==> src/rtl/div_restaurador_iter_if.sv <==
// rtl/div_restaurador_iter_if.sv - go/busy/done operand and result bundle for the iterative divider
interface div_restaurador_iter_if #(
  parameter int WDV = 16,
  parameter int WDD = 32
);
  localparam int QW = WDD - WDV;

  logic           go;
  logic           modoSigned;
  logic [WDD-1:0] dividendIn;
  logic [WDV-1:0] divisorIn;
  logic           busy;
  logic           done;
  logic [QW-1:0]  quotientOut;
  logic [WDV-1:0] remainderOut;
  logic           divCero;
  logic           overflow;

  modport master (
    output go, modoSigned, dividendIn, divisorIn,
    input  busy, done, quotientOut, remainderOut, divCero, overflow
  );

  modport slave (
    input  go, modoSigned, dividendIn, divisorIn,
    output busy, done, quotientOut, remainderOut, divCero, overflow
  );
endinterface

==> src/rtl/div_restaurador_iter.sv <==
// rtl/div_restaurador_iter.sv - iterative restoring divider, PASOS quotient bits per clock, signed/unsigned
module div_restaurador_iter #(
  parameter int WDV   = 16,
  parameter int WDD   = 32,
  parameter int PASOS = 1
) (
  input logic                 clk,
  input logic                 reset,
  div_restaurador_iter_if.slave bus
);
  localparam int QW = WDD - WDV;
  localparam int N  = QW / PASOS;
  localparam int CW = (N > 1) ? $clog2(N) : 1;
  localparam logic [CW-1:0] LAST    = CW'(N - 1);
  localparam logic [QW-1:0] QMAXNEG = QW'(1) << (QW - 1);
  localparam logic [QW-1:0] QMAXPOS = QMAXNEG - QW'(1);

  typedef enum logic [1:0] {IDLE, PREP, ITER, FIX} state_t;

  state_t         state;
  logic [WDD-1:0] opA;
  logic [WDV-1:0] opB;
  logic           sgnR;
  logic [WDV-1:0] magB;
  logic           negA;
  logic           negQ;
  logic           divZeroR;
  logic           preOvfR;
  logic [WDV-1:0] remR;
  // Dividend low bits leave from the top while quotient bits enter at the bottom
  logic [QW-1:0]  dqR;
  logic [CW-1:0]  cnt;

  logic           doneR;
  logic [QW-1:0]  quoR;
  logic [WDV-1:0] remOutR;
  logic           divCeroR;
  logic           ovfR;

  // Operand magnitudes; only meaningful while in PREP
  logic           aNeg;
  logic           bNeg;
  logic [WDD-1:0] magAc;
  logic [WDV-1:0] magBc;
  logic           preOvfC;

  assign aNeg    = sgnR & opA[WDD-1];
  assign bNeg    = sgnR & opB[WDV-1];
  assign magAc   = aNeg ? -opA : opA;
  assign magBc   = bNeg ? -opB : opB;
  assign preOvfC = (magAc[WDD-1 -: WDV] >= magBc);

  // Signed range check of the magnitude quotient; negative results may reach 2^(QW-1)
  logic sgnOvf;
  assign sgnOvf = sgnR & (negQ ? (dqR > QMAXNEG) : (dqR > QMAXPOS));

  // PASOS chained restoring steps; the partial remainder never exceeds the divisor,
  // so the WDV+1-bit shifted value is enough for the trial subtraction
  logic [WDV-1:0] remStep;
  logic [QW-1:0]  dqStep;
  logic [WDV:0]   shifted;
  always_comb begin
    remStep = remR;
    dqStep  = dqR;
    shifted = '0;
    for (int i = 0; i < PASOS; i++) begin
      shifted = {remStep, dqStep[QW-1]};
      if (shifted >= {1'b0, magB}) begin
        remStep = WDV'(shifted - {1'b0, magB});
        dqStep  = {dqStep[QW-2:0], 1'b1};
      end else begin
        remStep = shifted[WDV-1:0];
        dqStep  = {dqStep[QW-2:0], 1'b0};
      end
    end
  end

  // Control FSM: capture, magnitude/error prep, iterate, then publish results with a done pulse
  always_ff @(posedge clk or negedge reset) begin
    if (!reset) begin
      state    <= IDLE;
      opA      <= '0;
      opB      <= '0;
      sgnR     <= 1'b0;
      magB     <= '0;
      negA     <= 1'b0;
      negQ     <= 1'b0;
      divZeroR <= 1'b0;
      preOvfR  <= 1'b0;
      remR     <= '0;
      dqR      <= '0;
      cnt      <= '0;
      doneR    <= 1'b0;
      quoR     <= '0;
      remOutR  <= '0;
      divCeroR <= 1'b0;
      ovfR     <= 1'b0;
    end else begin
      doneR <= 1'b0;
      case (state)
        IDLE: begin
          if (bus.go) begin
            opA   <= bus.dividendIn;
            opB   <= bus.divisorIn;
            sgnR  <= bus.modoSigned;
            state <= PREP;
          end
        end
        PREP: begin
          magB     <= magBc;
          negA     <= aNeg;
          negQ     <= aNeg ^ bNeg;
          divZeroR <= (magBc == '0);
          preOvfR  <= preOvfC;
          if ((magBc == '0) || preOvfC) begin
            state <= FIX;
          end else begin
            remR  <= magAc[WDD-1 -: WDV];
            dqR   <= magAc[QW-1:0];
            cnt   <= '0;
            state <= ITER;
          end
        end
        ITER: begin
          remR <= remStep;
          dqR  <= dqStep;
          cnt  <= cnt + 1'b1;
          if (cnt == LAST) state <= FIX;
        end
        FIX: begin
          doneR <= 1'b1;
          state <= IDLE;
          if (divZeroR) begin
            quoR     <= '1;
            remOutR  <= opA[WDV-1:0];
            divCeroR <= 1'b1;
            ovfR     <= 1'b0;
          end else if (preOvfR || sgnOvf) begin
            quoR     <= '1;
            remOutR  <= '0;
            divCeroR <= 1'b0;
            ovfR     <= 1'b1;
          end else begin
            quoR     <= negQ ? -dqR : dqR;
            remOutR  <= negA ? -remR : remR;
            divCeroR <= 1'b0;
            ovfR     <= 1'b0;
          end
        end
        default: state <= IDLE;
      endcase
    end
  end

  assign bus.busy         = (state != IDLE);
  assign bus.done         = doneR;
  assign bus.quotientOut  = quoR;
  assign bus.remainderOut = remOutR;
  assign bus.divCero      = divCeroR;
  assign bus.overflow     = ovfR;
endmodule

==> src/flat_wrapper.sv <==
// flat-port wrapper written by rule: the top's interface ports become plain ports
module div_restaurador_iter_flat 
#(
  parameter int WDV   = 16,
  parameter int WDD   = 32,
  parameter int PASOS = 1
)
  (clk, reset, bus_go, bus_modoSigned, bus_dividendIn, bus_divisorIn, bus_busy, bus_done, bus_quotientOut, bus_remainderOut, bus_divCero, bus_overflow);
  div_restaurador_iter_if #(.WDV(WDV), .WDD(WDD)) bus_i ();
  input logic clk;
  input logic reset;
  input wire logic [$bits(bus_i.go)-1:0] bus_go;
  input wire logic [$bits(bus_i.modoSigned)-1:0] bus_modoSigned;
  input wire logic [$bits(bus_i.dividendIn)-1:0] bus_dividendIn;
  input wire logic [$bits(bus_i.divisorIn)-1:0] bus_divisorIn;
  output wire logic [$bits(bus_i.busy)-1:0] bus_busy;
  output wire logic [$bits(bus_i.done)-1:0] bus_done;
  output wire logic [$bits(bus_i.quotientOut)-1:0] bus_quotientOut;
  output wire logic [$bits(bus_i.remainderOut)-1:0] bus_remainderOut;
  output wire logic [$bits(bus_i.divCero)-1:0] bus_divCero;
  output wire logic [$bits(bus_i.overflow)-1:0] bus_overflow;
  assign bus_i.go = bus_go;
  assign bus_i.modoSigned = bus_modoSigned;
  assign bus_i.dividendIn = bus_dividendIn;
  assign bus_i.divisorIn = bus_divisorIn;
  assign bus_busy = bus_i.busy;
  assign bus_done = bus_i.done;
  assign bus_quotientOut = bus_i.quotientOut;
  assign bus_remainderOut = bus_i.remainderOut;
  assign bus_divCero = bus_i.divCero;
  assign bus_overflow = bus_i.overflow;
  div_restaurador_iter #(.WDV(WDV), .WDD(WDD), .PASOS(PASOS)) u_core (.clk(clk), .reset(reset), .bus(bus_i));
endmodule
==> config.mk <==
export PLATFORM = sky130hd
export DESIGN_NAME = div_restaurador_iter_flat
export DESIGN_NICKNAME = d
export VERILOG_FILES = /design/src/rtl/div_restaurador_iter_if.sv /design/src/rtl/div_restaurador_iter.sv /design/src/flat_wrapper.sv
export SDC_FILE = /design/constraint.sdc
export NUM_CORES = 1
export LEC_CHECK = 0
export ABC_AREA = 1
export CELL_PAD_IN_SITES_DETAIL_PLACEMENT = 2
export CELL_PAD_IN_SITES_GLOBAL_PLACEMENT = 2
export CORE_ASPECT_RATIO = 1.2
export CORE_MARGIN = 1.5
export CORE_UTILIZATION = 36
export CTS_CLUSTER_SIZE = 14
export DETAILED_ROUTE_END_ITERATION = 8
export GPL_TIMING_DRIVEN = 0
export HOLD_SLACK_MARGIN = 0.05
export PLACE_DENSITY = 0.95
export SYNTH_ARGS = -nofsm -noshare
export SYNTH_HDL_FRONTEND = slang
export SYNTH_SLANG_ARGS = --single-unit
export TNS_END_PERCENT = 5
==> constraint.sdc <==
create_clock -name clk -period 8.4 [get_ports clk]
set_input_delay 1.26 -clock clk [delete_from_list [all_inputs] [get_ports clk]]
set_output_delay 1.26 -clock clk [all_outputs]
set_load 0.02 [all_outputs]
# Word level (Yosys, flattened, before mapping)
# Cells that the tools add are included.
[totals]
ff_bits = 142
[op_classes]
mux = 25
bitwise = 4
n_eq_ne = 7
reduce_logical = 9
n_addsub = 6
order_cmp = 4
[ops]
columns = ["operator", "n"]
rows = [
  ["two-way mux 16 bit", 10],
  ["case mux 16 bit (2 select lines)", 2],
  ["negator 16 bit", 3],
  ["two-way mux 32 bit", 1],
  ["negator 32 bit", 1],
  [">= comparator 17 x 16 -> 1 bit", 1],
  [">= comparator 16 bit", 1],
  ["> comparator 16 x 15 -> 1 bit, second input constant", 1],
  ["> comparator 16 bit, second input constant", 1],
  ["zero test 16 bit", 1],
  ["subtractor 16 bit", 1],
  ["case mux 2 bit (4 select lines)", 1],
  ["case mux 4 bit (2 select lines)", 1],
  ["two-way mux 1 bit", 7],
  ["AND reduction 2 bit", 3],
  ["adder 4 x 1 -> 4 bit, second input constant", 1],
  ["== test 2 bit, second input constant", 2],
  ["== test 4 bit, second input constant", 1],
  ["two-way mux 2 bit", 2],
  ["two-way mux 4 bit", 1],
  ["inequality test 2 bit, second input constant", 2],
  ["nonzero test 2 bit", 2],
  ["bitwise AND 1 bit", 3],
  ["== test 2 x 1 -> 1 bit, second input constant", 1],
  ["other kinds (4)", 5],
]

# Longest topological paths before layout
# Gate-level depths: netlist (run 1).
[logic_depth]
depth_word = 6
ltp_mapped = 21
depth_no_buf = 20

# Worst setup path after synthesis (run 1)
# Ideal clock, no wire load.
[synth_timing]
kind = "register to register"
startpoint = "register u_core.opA[9]"
endpoint = "register u_core.dqR[0]"
slack_ns = 5.543
stages_incl_launch_ff = 18
path_buffers = 2
arrival_ns = 2.790
synth_period_minus_slack_ns = 2.857
required_time_ns = 8.334
cell_sequence = "dfrtp_1 nor2_1 nand3_1 nor2_1 nand3_1 o21ai_1 nand2_1 and2_1 ha_1 a21oi_1 o21ai_0 nor2_1 nand3_1 nand2_1 buf_2 clkbuf_1 nand4_1 nand2_1"
[synth_via]
elab_chain_cells = 6
[synth_rtl]
columns = ["element", "line", "source"]
rows = [
  ["start: declaration", "div_restaurador_iter.sv:21", "logic [WDD-1:0] opA;"],
  ["start signal: assignment", "div_restaurador_iter.sv:103", "opA <= bus.dividendIn;"],
  ["negator 32 bit", "div_restaurador_iter.sv:49", "assign magAc = aNeg ? -opA : opA;"],
  ["two-way mux 32 bit", "div_restaurador_iter.sv:49", ""],
  [">= comparator 16 bit", "div_restaurador_iter.sv:51", "assign preOvfC = (magAc[WDD-1 -: WDV] >= magBc);"],
  ["logical OR 1 bit", "div_restaurador_iter.sv:115", "if ((magBc == '0) || preOvfC) begin"],
  ["inequality test 2 bit (no line)", "--", ""],
  ["AND reduction 2 bit (no line)", "--", ""],
  ["end signal: assignment", "div_restaurador_iter.sv:119", "dqR <= magAc[QW-1:0];"],
  ["end signal: assignment", "div_restaurador_iter.sv:126", "dqR <= dqStep;"],
  ["end: declaration", "div_restaurador_iter.sv:31", "logic [QW-1:0] dqR;"],
]
# Every way passes these cells.
# A chain may end at the register's enable or synchronous reset.

# Worst setup path after layout (run 1)
[layout_timing]
startpoint = "register u_core.opA[1]"
endpoint = "register u_core.dqR[1]"
[layout_via]
elab_chain_cells = 6
[layout_rtl]
columns = ["element", "line"]
rows = [
  ["negator 32 bit", "div_restaurador_iter.sv:49"],
  ["two-way mux 32 bit (*)", "div_restaurador_iter.sv:49"],
  [">= comparator 16 bit", "div_restaurador_iter.sv:51"],
  ["logical OR 1 bit", "div_restaurador_iter.sv:115"],
  ["inequality test 2 bit (no line)", "--"],
  ["AND reduction 2 bit (no line)", "--"],
]
# Every way passes the cells marked *; elsewhere a longest branch is shown, timed or not. The select of a mux whose other input is x is not followed.

==> results by group, run 1 <==
Placed design
  – HPWL after DPL: 35600 um
  – Pre-CTS setup slack: 4.137 ns
  – Placer congestion estimate: 0.8936
  – Cells after DPL: 1864
  – Port Buffers: 87

Clock tree
  – Worst-path clk slew: 0.08 ns
  – Htree depth: 4
  – Setup Buffers After CTS: 0
  – Maximum clock insertion buffer count: 2
  – Sink Count: 142
  – Post-CTS Hold Fix Bufs: 0
  – CTS tree: yes
  – Clk_lat worst skew: 0.47 ns
  – PostCTS Resize Cnt: 0
  – CTS root buf: clkbuf_16
  – Total CTS buffers: 17

Yosys
  – Yosys cell types: 41
  – Cell accounting for the most synthesized area: dfrtp_1
  – Top-count cell post-synth: nand2_1
  – Ys Warns: 0
  – Dominant cells by area after synthesis: dfrtp_1 (36%), nand2_1 (16%), nor2_1 (6.6%)
  – Ys flop type: dfrtp_1
  – Post-synthesis sequential area ratio: 36.01%
  – Mapped Nets: 1531
  – Yosys reg bits: 142
  – Synthesized area: 0.009867 mm2
  – Post-synth EDFFs: 0
  – FFs w/ async S/R, synth: 100.0%
  – Synth cell count leaders: nand2_1 (414), nor2_1 (174), inv_1 (171)
  – Syn avg cell area: 6.871 um2
  – Post-synth top area share: 36.01%
  – Post-Syn Instances: 1436

Routing
  – Residual DRC: 0
  – Via/cell ratio: 5.949
  – First-pass iteration count of the detailed router: 5
  – Final WL: 51590 um
  – WL/cell: 27.21 um
  – DR iter-0 viols: 578
  – Detailed-route via count: 11280
  – Routed Antenna Nets: 0

STA
  – Skew final: 0.02798 ns
  – Setup TNS: 0 ns
  – RSZ-0062 raised after global routing: no
  – Worst slew pin tran: 0.8701 ns
  – Final hold violation count: 0
  – Normalized max-slew margin: 41.99%
  – Period utilization: 62.00%
  – Fmax: 192.0 MHz
  – Pins Over Slew Limit: 0
  – Final Setup Violations: 0
  – Fin crit period: 5.208 ns
  – Setup slack after layout: 3.192 ns

Run status
  – Status: complete, no violations

GRT
  – Initial antenna violation count: 0
  – Vias in the first global route: 12880
  – Total grt overflow: 0
  – Largest net degree at the start of global routing: 88
  – First-pass GRT wire length: 78560 um
  – Total track usage: 37.15%

Cells and area
  – Nets@finish: 1638
  – Ratio of cells with drive above 1 in the final layout: 5.656%
  – Ant. Diodes: 0
  – Final cell count without fillers: 1896
  – Layout area overhead: 19.85%

Critical path
  – Crit Path Class: flop to flop
  – CP endpoint kind: flop
  – Crit-path max FO: 10
  – Startpoint types: flop
  – Arrival @ worst endpoint: 5.59 ns
  – Worst EP required: 8.78 ns

Floorplan
  – Die Wd: 154.1 um
  – Die height: 184.4 um
  – I/O pins: 88
  – Initial Util: 36.54%
  – Core ar.: 0.02700 mm2
  – Rows: 66
  – Die ar.: 0.02841 mm2

Job
  – MaxCap Viol Count: 0

Worst hold path
  – Worst Hold Class: flop to flop
==> metal layers <==
layer | track usage [%] | vias up | wire length, um | part of all wire (%)
met5 | 0 | - | 0 | 0
met4 | 29.83 | 0 | 4258 | 8.3
met3 | 6.372 | 265 | 2834 | 5.5
met2 | 65.70 | 522 | 25930 | 50
met1 | 39.08 | 5680 | 18560 | 36
li1 | - | 4813 | - | -
==> critical path: stages, from the launching register on <==
cell,delay (ns)
dfrtp_1,0.41
inv_1,0.33
ha_1,0.37
nand3_1,0.30
nor2_1,0.56
nand3_1,0.22
nand2_1,0.13
nand2_1,0.10
a21oi_1,0.57
ha_1,0.36
nand2_1,0.08
nor3_1,0.09
nand3_1,0.09
nand3_1,0.09
nand2_1,0.20
buf_2,0.33
clkbuf_1,0.51
nand4_1,0.19
nand2_1,0.18
==> worst paths after layout <==
path                                                start                          to  slack, ns  cells past startpoint
worst max-delay path                        u_core.opA[1]               u_core.dqR[1]       3.19                     18
worst min-delay path            u_core.bus.quotientOut[0]   u_core.bus.quotientOut[0]       0.50                      2
worst max register to register              u_core.opA[1]               u_core.dqR[1]       3.19                     18
worst min register to register  u_core.bus.quotientOut[0]   u_core.bus.quotientOut[0]       0.50                      2
max in group asynchronous                           reset               u_core.opB[0]       6.70                      2
min in group asynchronous                           reset  u_core.bus.quotientOut[14]       0.79                      1
==> layout by cell type, fill, tap and decap left out, types with 6 or more instances in the layout <==
| master | n |
|---|---|
| nand3_1 | 111 |
| nand4_1 | 48 |
| inv_1 | 171 |
| o21bai_1 | 12 |
| nand2_1 | 414 |
| o21ai_0 | 70 |
| a21oi_1 | 67 |
| inv_6 | 6 |
| xnor2_1 | 9 |
| nand3b_1 | 7 |
| clkbuf_16 | 17 |
| nor2_2 | 6 |
| xor2_1 | 40 |
| nand2_2 | 8 |
| o211ai_1 | 12 |
| nor3_1 | 9 |
| ha_1 | 42 |
| buf_2 | 11 |
| clkdlybuf4s50_1 | 86 |
| buf_6 | 7 |
| clkbuf_1 | 28 |
| inv_8 | 6 |
| nor2_1 | 174 |
| dfrtp_1 | 142 |
==> logic make-up (layout without fill, tap and decap cells) <==
kind of cell / Yosys count / count (layout) / synth area share (%)
XOR/XNOR: 49 / 49 / 4.350
AO/OA/AOI/OAI: 178 / 178 / 10.03
buffers and inverters: 230 / 350 / 9.574
AND/OR/NAND/NOR: 791 / 791 / 34.16
multiplexers: 3 / 3 / 0.3424
flip-flops: 142 / 142 / 36.01
adder cells (fa/ha/maj): 43 / 43 / 5.529
==> sequential cells by signal, indices dropped and copies added, names as in the netlist <==
name and count:
u_core.bus.divCero 1, u_core.bus.quotientOut 16, u_core.remR 16, u_core.cnt 4, u_core.state 2, u_core.bus.overflow 1, u_core.preOvfR 1, u_core.negQ 1
u_core.dqR 16, u_core.negA 1, u_core.magB 16, u_core.sgnR 1, u_core.opB 16, u_core.opA 32, u_core.bus.remainderOut 16, u_core.bus.done 1
u_core.divZeroR 1
==> layout make-up <==
type,count,area [um2]
tap,340,425.4
sequential,142,3553
buffer,51,265.3
clock buffer,17,425.4
inverter,179,679.4
fill,3167,15180
clock inverter,15,207.7
multi-input combinational,1064,5369
timing repair buffer,88,899.6
==> per-stage QoR <==
stage,hold slack (ns),util [%],area (um2)
3_5_place_dp,0.4854,41.45,11190
6_report,0.5019,43.79,11830
3_3_place_gp,0.4530,41.34,11160
5_1_grt,0.5263,43.79,11830
4_1_cts,0.5097,43.79,11830
2_1_floorplan,0.4419,-,9867
Power of run 1 is left out: the tool's default activity adds up to more than one toggle a clock period on the data nets, which glitch-free logic cannot reach.
==> run 2: changes to the inputs <==
--- a/config.mk
+++ b/config.mk
@@ -10,12 +10,12 @@
 export CELL_PAD_IN_SITES_GLOBAL_PLACEMENT = 2
 export CORE_ASPECT_RATIO = 1.2
 export CORE_MARGIN = 1.5
-export CORE_UTILIZATION = 36
+export CORE_UTILIZATION = 30
 export CTS_CLUSTER_SIZE = 14
 export DETAILED_ROUTE_END_ITERATION = 8
 export GPL_TIMING_DRIVEN = 0
 export HOLD_SLACK_MARGIN = 0.05
-export PLACE_DENSITY = 0.95
+export PLACE_DENSITY = 0.85
 export SYNTH_ARGS = -nofsm -noshare
 export SYNTH_HDL_FRONTEND = slang
 export SYNTH_SLANG_ARGS = --single-unit
==> constraint.sdc (replaced) <==
create_clock -name clk -period 4.31 [get_ports clk]
set_input_delay 0.6465 -clock clk [delete_from_list [all_inputs] [get_ports clk]]
set_output_delay 0.6465 -clock clk [all_outputs]
set_load 0.02 [all_outputs]
==> run 2 against run 1 <==
Net effect:
- cell count rose by 3.5%
- clock-buffer cell count rose by 2
- via count fell by 9.1%
- final area rose by 0.42%
- worst setup slack got worse by 3.0 ns
- core utilization fell by 7.1 points
- global-route usage fell by 12 points
- non-clock buffer count fell by 1
- largest cell class unchanged
==> results by group, run 2 (synthesis results as in run 1) <==
STA
  – Pins Over Slew Limit: 0 (unchanged)
  – Worst slew pin tran: 0.8322 ns (-0.03786 ns)
  – Period utilization: 95.05% (+33 points)
  – Final hold violation count: 0 (unchanged)
  – Setup slack after layout: 0.2133 ns (-2.978 ns)
  – Fin crit period: 4.097 ns (-1.112 ns)
  – Skew final: 0.01627 ns (-0.01171 ns)
  – Final Setup Violations: 0 (unchanged)
  – Fmax: 244.1 MHz (+27%)
  – RSZ-0062 raised after global routing: no
  – Normalized max-slew margin: 44.52% (+2.5 points)

Critical path
  – CP Depth: 21 (+3)
  – Slowest cell delay on critical path: 0.41 ns (-0.16 ns)
  – CP endpoint kind: flop
  – Buf/Inv on CP: 4 (+1)
  – Worst-case reg-to-reg path depth: 21 (+3)
  – Reg-to-Reg Start: u_core.opA[1]
  – Reg2reg end: u_core.dqR[7]
  – Startpoint types: flop
  – CP Cell Sequence: inv_1 > ha_1 > nand3_1 > nor2_2 > nand3_1 > nand2_1 > xor2_1 > inv_1 > ha_1 > nor2_1 > nor2_1 > o21ai_0 > nand2_1 > o211ai_1 > nand2_1 > nand3_1 > nand2_1 > clkbuf_4 > buf_2 > nand4_1 > nand2_1
  – Crit path to: u_core.dqR[7]
  – Most frequent CP cell: nand2_1
  – Arrival @ worst endpoint: 4.43 ns (-1.16 ns)
  – R2R Setup Slk: 0.21 ns (-2.98 ns)
  – Crit-path max FO: 19 (+9)
  – Critical-path top delay cell: nor2_2
  – Worst EP required: 4.65 ns (-4.13 ns)
  – Worst setup path startpoint: u_core.opA[1]
  – Top Family by Delay on Critical Path: simple AND/OR/NAND/NOR gates
  – Crit Path Class: flop to flop

Clock tree
  – CTS tree: yes
  – Maximum clock insertion buffer count: 2 (unchanged)
  – Clk_lat worst skew: 0.46 ns (about the same)
  – Worst-path clk slew: 0.07 ns (about the same)
  – Post-CTS Hold Fix Bufs: 0 (unchanged)
  – Setup Buffers After CTS: 0 (unchanged)
  – Sink Count: 142 (unchanged)
  – Htree depth: 4 (unchanged)
  – Total CTS buffers: 17 (unchanged)
  – CTS root buf: clkbuf_16

Cells and area
  – Most common cell after layout, fill and taps aside: nand2_1
  – Area of the multi-input gates: 0.005371 mm2 (about the same)
  – Max FFs per register: 32 (unchanged)
  – Nets@finish: 1637 (-0.061%)
  – Largest register by flop count: u_core.opA
  – Layout area overhead: 20.35%
  – Ratio of cells with drive above 1 in the final layout: 5.788% (+0.13 points)
  – # fillers: 3865 (+22%)
  – Util after Layout: 36.72% (-7.1 points)
  – Register area: 0.003553 mm2 (unchanged)
  – Most frequent cells in the layout: nand2_1 (414), nor2_1 (173), inv_1 (171)

Routing
  – Detailed-route via count: 10250 (-9.1%)
  – DR iter-0 viols: 430 (-26%)
  – Final WL: 40960 um (-21%)
  – WL/cell: 20.86 um (-23%)
  – Routed Antenna Nets: 0 (unchanged)
  – First-pass iteration count of the detailed router: 5 (unchanged)
  – Via/cell ratio: 5.223 (-12%)
  – Residual DRC: 0 (unchanged)

Placed design
  – Pre-CTS setup slack: 0.09769 ns (-4.040 ns)
  – Port Buffers: 87 (unchanged)
  – HPWL after DPL: 32360 um (-9.1%)
  – Placer congestion estimate: 0.8887 (-0.55%)

Power and ir drop
  – Sw Share: 54.68%
  – Leakage power: 5.783 nW
  – NetSw: 6.291 mW
  – Pwr dens: 969.0 mW/mm2
  – Worst VDD drop: 0.3657 mV
  – Clock network power share: 13.6%
  – Logic gate share of total power: 63.8%
  – Sequential Power Share: 22.6%
  – Pint: 5.216 mW

Floorplan
  – Die ar.: 0.03399 mm2 (+20%)
  – Initial Util: 30.51% (-6.0 points)
  – Rows: 72 (+9.1%)
  – Die height: 201.7 um (+9.4%)
  – Core ar.: 0.03234 mm2 (+20%)
  – Die Wd: 168.6 um (+9.4%)
  – I/O pins: 88 (unchanged)

GRT
  – Largest net degree at the start of global routing: 83 (-5.7%)
  – Vias in the first global route: 11470 (-11%)
  – Total track usage: 24.98% (-12 points)
  – Initial antenna violation count: 1 (+1)
  – Total grt overflow: 0 (unchanged)
  – First-pass GRT wire length: 64850 um (-17%)

Job
  – MaxCap Viol Count: 0 (unchanged)

Worst hold path
  – Worst Hold Class: input port to async pin

Run status
  – Status: complete, no violations
[run 2: changes by cell type in the layout (fill, tap and decap cells not counted)]
cell,before,now
buf_2,11,10
bufinv_16,3,1
clkbuf_1,28,27
clkbuf_4,0,1
clkbuf_8,0,2
clkinv_1,3,2
clkinvlp_4,0,2
diode_2,0,1
inv_6,6,8
inv_8,6,3
nor2_1,174,173
nor2_2,6,7
[run 2: final cells by class]
class                      count  area share [%]
multi-input combinational   1064           45.23
sequential                   142           29.92
timing repair buffer          88           7.576
inverter                     179           5.753
tap                          407           4.288
clock buffer                  19           3.814
buffer                        50           2.223
clock inverter                13           1.170
antenna                        1         0.02107
[run 2: metrics by stage]
step                hold slack [ns]  area, um2  power (mW)  TNS [ns]  instances
finish                       0.2286      11880       11.51         0       1963
global route                 0.3172      11870       12.48         0       1962
CTS                          0.2871      11860       11.55         0       1962
detailed placement           0.4760      11280       9.872         0       1931
global placement             0.4532      11250       9.381   -491.71       1930
floorplan                    0.3509       9867       7.190         0       1436
[run 2: per-layer routing]
layer / global-route usage, % / vias up / share of wire [%]
li1: - / 4824 / -
met1: 28.25 / 5160 / 40
met4: 9.726 / 0 / 3.4
met2: 47.17 / 195 / 53
met3: 3.108 / 73 / 2.8
met5: 0 / - / 0
[run 2: how the worst min path moves through the flow]
stage / depth (start not counted) / start / slack (ns) / end
final: 1 / reset / 0.23 / u_core.state[0]
after global routing: 1 / reset / 0.32 / u_core.bus.remainderOut[14]
after CTS: 1 / reset / 0.29 / u_core.state[0]
after detailed placement: 2 / u_core.dqR[14] / 0.48 / u_core.dqR[14]
after global placement: 2 / u_core.dqR[14] / 0.45 / u_core.dqR[14]
after floorplan: 0 / reset / 0.35 / u_core.bus.divCero
[run 2: timing repair]
| action | CTS | global route |
|---|---|---|
| pin swaps | 0 | 0 |
| resized for setup | 0 | 3 |
| endpoints found under the setup margin | 2 | 10 |
[run 2: power groups by stage]
stage / clock network [mW] / logic [mW] / registers (mW)
6_report: 1.56 / 7.34 / 2.60
4_1_cts: 1.58 / 7.37 / 2.60
5_1_grt: 1.62 / 8.19 / 2.67
2_1_floorplan: 0 / 4.70 / 2.49
3_5_place_dp: 0 / 7.26 / 2.61
3_3_place_gp: 0 / 6.81 / 2.58
Power figures use the tool's default switching activity.
==> patch 1, RTL diff (settings of run 2) <==
Make the reset (`reset`) synchronous in one clocked block.
--- a/src/rtl/div_restaurador_iter.sv
+++ b/src/rtl/div_restaurador_iter.sv
@@ -77,5 +77,5 @@
 
   // Control FSM: capture, magnitude/error prep, iterate, then publish results with a done pulse
-  always_ff @(posedge clk or negedge reset) begin
+  always_ff @(posedge clk) begin
     if (!reset) begin
       state    <= IDLE;
Behaviour: differs if reset is asserted again (counterexample within 4 cycles, from zero or initial values and one cycle with reset low); with reset held inactive, the same outputs for 10 cycles.
==> patch 1 against run 2 <==
- via count up 3.4%
- count of clock-buffer cells in the layout up 3
- sequential share of layout area down 4.8 points
- sequential cell count unchanged
- power down 23%
- worst setup slack better by 0.12 ns
- routed wire length up 1.7%
- maximum frequency up 3.0%
- clock skew down 0.0035 ns
- design area down 4.7%
- synthesized area down 5.1%
- critical endpoint is now u_core.remR[12]$_SDFFE_PN0P_
==> patch 1: results <==
{
  "run_status": "finished, final reports clean",
  "skew_ns": 0.01277,
  "p_leak_nw": 5.032,
  "area_growth_pct": 20.81,
  "synth-xor-area-share_pct": 4.957,
  "critPathMaxFanout": 10,
  "drt_wl_total_mm": 41.64,
  "synth_adder_area_share_pct": 5.959,
  "buffers": 150,
  "grt_util_met1_pct": 32.47,
  "synth_compound_area_share_pct": 17.23,
  "r2r_setup_slack_ns": 0.33,
  "relSlewSlack_pct": 35.50,
  "post-route-period-util_pct": 92.31,
  "grt_antenna_before_repair": 0,
  "synthMuxAreaShare_pct": 0,
  "hpwl_mm": 32.51,
  "first_pass_iters": 4,
  "nonClkBufAreaFrac_pct": 10.20,
  "yosysUniqueCellTypes": 42,
  "syn_avg_cell_area_um2": 6.315,
  "clk_share_pct": 5.153,
  "grtUsageMet3_pct": 3.746,
  "vias": 10600,
  "n_clock_buffer": 22,
  "nets": 1684,
  "gp_congestion": 0.8878,
  "multi_input_cells": 1093,
  "register_area_mm2": 0.002843,
  "critPathArrivalTime_ns": 4.33,
  "dp.cells": 1965,
  "grt_pass1_vias": 11667,
  "yosysSeqAreaShare_pct": 30.35
}
## patch 1: cell types whose count changed after synthesis, sizes merged, moves of 8 or more
cell | before | now
a211oi | 0 | 8
a21oi | 67 | 126
clkbuf | 28 | 44
dfrtp | 142 | 0
dfxtp | 0 | 142
nand2 | 425 | 336
nand3 | 112 | 99
nand4 | 48 | 34
nor2 | 180 | 199
o21ai | 73 | 138
o21bai | 12 | 2
## patch 1: power breakdown
part	total [mW]	internal [mW]	switching [mW]
sequential	2.03	1.66	0.366
combinational	5.30	1.65	3.65
clock	1.53	0.894	0.639
total	8.87	4.21	4.66
## patch 1: critical path, delay by kind of cell, from the launching register on
family | cells | cell delay, ns
AOI/OAI and AO/OA | 3 | 0.31
xor gates and xnor gates | 1 | 0.40
adders and majority gates | 1 | 0.34
buffers and inverters | 3 | 0.80
DFF | 1 | 0.30
and+or+nand+nor | 13 | 1.73
==> patch 2, RTL diff (settings of run 2) <==
Made on the original files. `WDD` is set to 32 in 3 places; all go to 64.
--- a/src/rtl/div_restaurador_iter_if.sv
+++ b/src/rtl/div_restaurador_iter_if.sv
@@ -2,5 +2,5 @@
 interface div_restaurador_iter_if #(
   parameter int WDV = 16,
-  parameter int WDD = 32
+  parameter int WDD = 64
 );
   localparam int QW = WDD - WDV;
--- a/src/rtl/div_restaurador_iter.sv
+++ b/src/rtl/div_restaurador_iter.sv
@@ -2,5 +2,5 @@
 module div_restaurador_iter #(
   parameter int WDV   = 16,
-  parameter int WDD   = 32,
+  parameter int WDD   = 64,
   parameter int PASOS = 1
 ) (
--- a/src/flat_wrapper.sv
+++ b/src/flat_wrapper.sv
@@ -3,5 +3,5 @@
 #(
   parameter int WDV   = 16,
-  parameter int WDD   = 32,
+  parameter int WDD   = 64,
   parameter int PASOS = 1
 )
Interface: changed (resized bus_dividendIn and bus_quotientOut); port bits go from 88 to 152. No check against the original RTL was run, so the function may have changed too.
==> patch 2 against run 2 <==
- sequential cell count increased by 98
- worst setup slack got worse by 0.0069 ns
- highest routed layer unchanged
- routed wire length increased by 90%
- design area increased by 68%
- global-route usage increased by 2.9 points
- synthesized area increased by 66%
Power is left out: it rests on default switching activity, and per cell area and clock period it moved more than threefold.
==> patch 2: results <==
{
  "grt_antenna_before_repair": 0,
  "top_layer_used": "met4",
  "antennaDiodeCount": 0,
  "hp-class": "flop to flop",
  "hpwl_mm": 63.21,
  "critPathArrivalTime_ns": 4.65,
  "first_pass_iters": 4,
  "drt_wl_total_mm": 77.96,
  "clk_path_buf_depth": 3,
  "yosysWarnings": 0,
  "grt_pass1_wl_mm": 120.0,
  "synthTopCellsByCount": "nand2_1 (727), nor2_1 (359), inv_1 (254), dfrtp_1 (240), nand3_1 (231)",
  "track_usage_pct": 27.87,
  "io_buffers": 151,
  "synthArstFlopShare_pct": 100.0,
  "met3_wirelength_mm": 2.516,
  "regMostFlops": "u_core.opA",
  "synthTopCellsByArea": "dfrtp_1 (37%), nand2_1 (17%), nor2_1 (8.2%)",
  "clk_latency_ns": 0.62,
  "postCtsSetupRepairBufs": 0,
  "fin_cells": 3375,
  "yosysSeqAreaShare_pct": 36.70,
  "nets": 2769,
  "gp_congestion": 0.9454,
  "slowest_delay_ns": 0.61,
  "yosysUniqueCellTypes": 40,
  "dp.cells": 3320,
  "run_status": "finished, final reports clean",
  "critPathMaxFanout": 10,
  "critical-path-top-delay-family": "buffers and inverters",
  "netlist.area_leader.share_pct": 36.70,
  "wl_met1_mm": 30.19,
  "grt_pass1_vias": 20287,
  "synthCells": 2455,
  "drive_gt1_share_pct": 4.619,
  "synth_fp_nets": 2583,
  "largest_register_ffs": 64,
  "skew_ns": 0.04119,
  "cts_buffers": 30,
  "htree_levels": 1,
  "worst_pin_slew_ns": 1.177,
  "clkTransAtPathRegs_ns": 0.06,
  "grt_max_degree": 88,
  "via_per_inst": 5.291,
  "critPathSlowestCell": "dfrtp_1",
  "drt_iter0_drc": 720,
  "wl_met2_mm": 40.97,
  "root_buffer": "clkbuf_16"
}
## patch 2: cell types whose count changed after synthesis, sizes merged, moves of 9 or more
cell	delta
nor2	+181
nand4	+33
inv	+82
a21oi	+40
dfrtp	+98
xor2	+34
o22ai	+29
clkbuf	+40
nand3b	+9
o21ai	+35
nand3	+122
nand2	+305
mux2	+9
## patch 2: metal layers
| metal | vias up | track usage, % |
|---|---|---|
| met2 | 371 | 52.69 |
| met4 | 0 | 14.24 |
| met1 | 9027 | 30.68 |
| li1 | 8275 | - |
| met5 | - | 0 |
| met3 | 185 | 2.770 |
## patch 2: worst paths after layout
path | start | end | slack, ns | cells past startpoint
worst max-delay path | u_core.sgnR$_DFFE_PN0P_ | u_core.dqR[13]$_DFFE_PN0P_ | 0.21 | 14
worst max register to register | u_core.sgnR$_DFFE_PN0P_ | u_core.dqR[13]$_DFFE_PN0P_ | 0.21 | 14
worst min-delay path | u_core.dqR[32]$_DFFE_PN0P_ | u_core.dqR[32]$_DFFE_PN0P_ | 0.48 | 2
min in group asynchronous | reset | u_core.bus.quotientOut[44]$_DFFE_PN0P_ | 0.61 | 2
max in group asynchronous | reset | u_core.opA[44]$_DFFE_PN0P_ | 2.77 | 3
worst min register to register | u_core.dqR[32]$_DFFE_PN0P_ | u_core.dqR[32]$_DFFE_PN0P_ | 0.48 | 2
## patch 2: final cells by class
class | instances | area [um2]
Buffer | 98 | 446.7
Clock inverter | 14 | 147.6
Inverter | 258 | 970.9
Timing Repair Buffer | 154 | 1582
Multi-Input combinational cell | 1859 | 9046
Sequential cell | 240 | 6006
Clock buffer | 40 | 858.3
Fill cell | 6456 | 33810
Tap cell | 712 | 890.9
## patch 2: logic make-up (layout without fill, tap and decap cells)
logic type,after synthesis,in the layout,synth area share [%]
adder cells (fa/ha/maj),44,44,3.410
multiplexers,12,12,0.8257
AND/OR/NAND/NOR,1447,1447,37.04
buffers and inverters,356,564,8.570
XOR/XNOR,81,81,4.335
AO/OA/AOI/OAI,275,275,9.121
flip-flops,240,240,36.70
## patch 2: repair_timing
action | in CTS | in global routing
hold buffers | 1 | 0
endpoints found under the setup margin | 72 | 71
resized for setup | 15 | 21
hold endpoints to repair | 49 | 0
## patch 2: per-stage QoR
stage | worst slack (ns) | util [%] | cell area, um2 | hold slack [ns]
floorplan | 1.216 | - | 16370 | 0.3509
global placement | -8.071 | 34.91 | 18770 | 0.4591
detailed placement | -0.7716 | 35.02 | 18830 | 0.4619
CTS | 0.05100 | 36.99 | 19880 | 0.4765
global route | 0.004252 | 37.11 | 19950 | 0.5041
finish | 0.2064 | 37.11 | 19950 | 0.4784
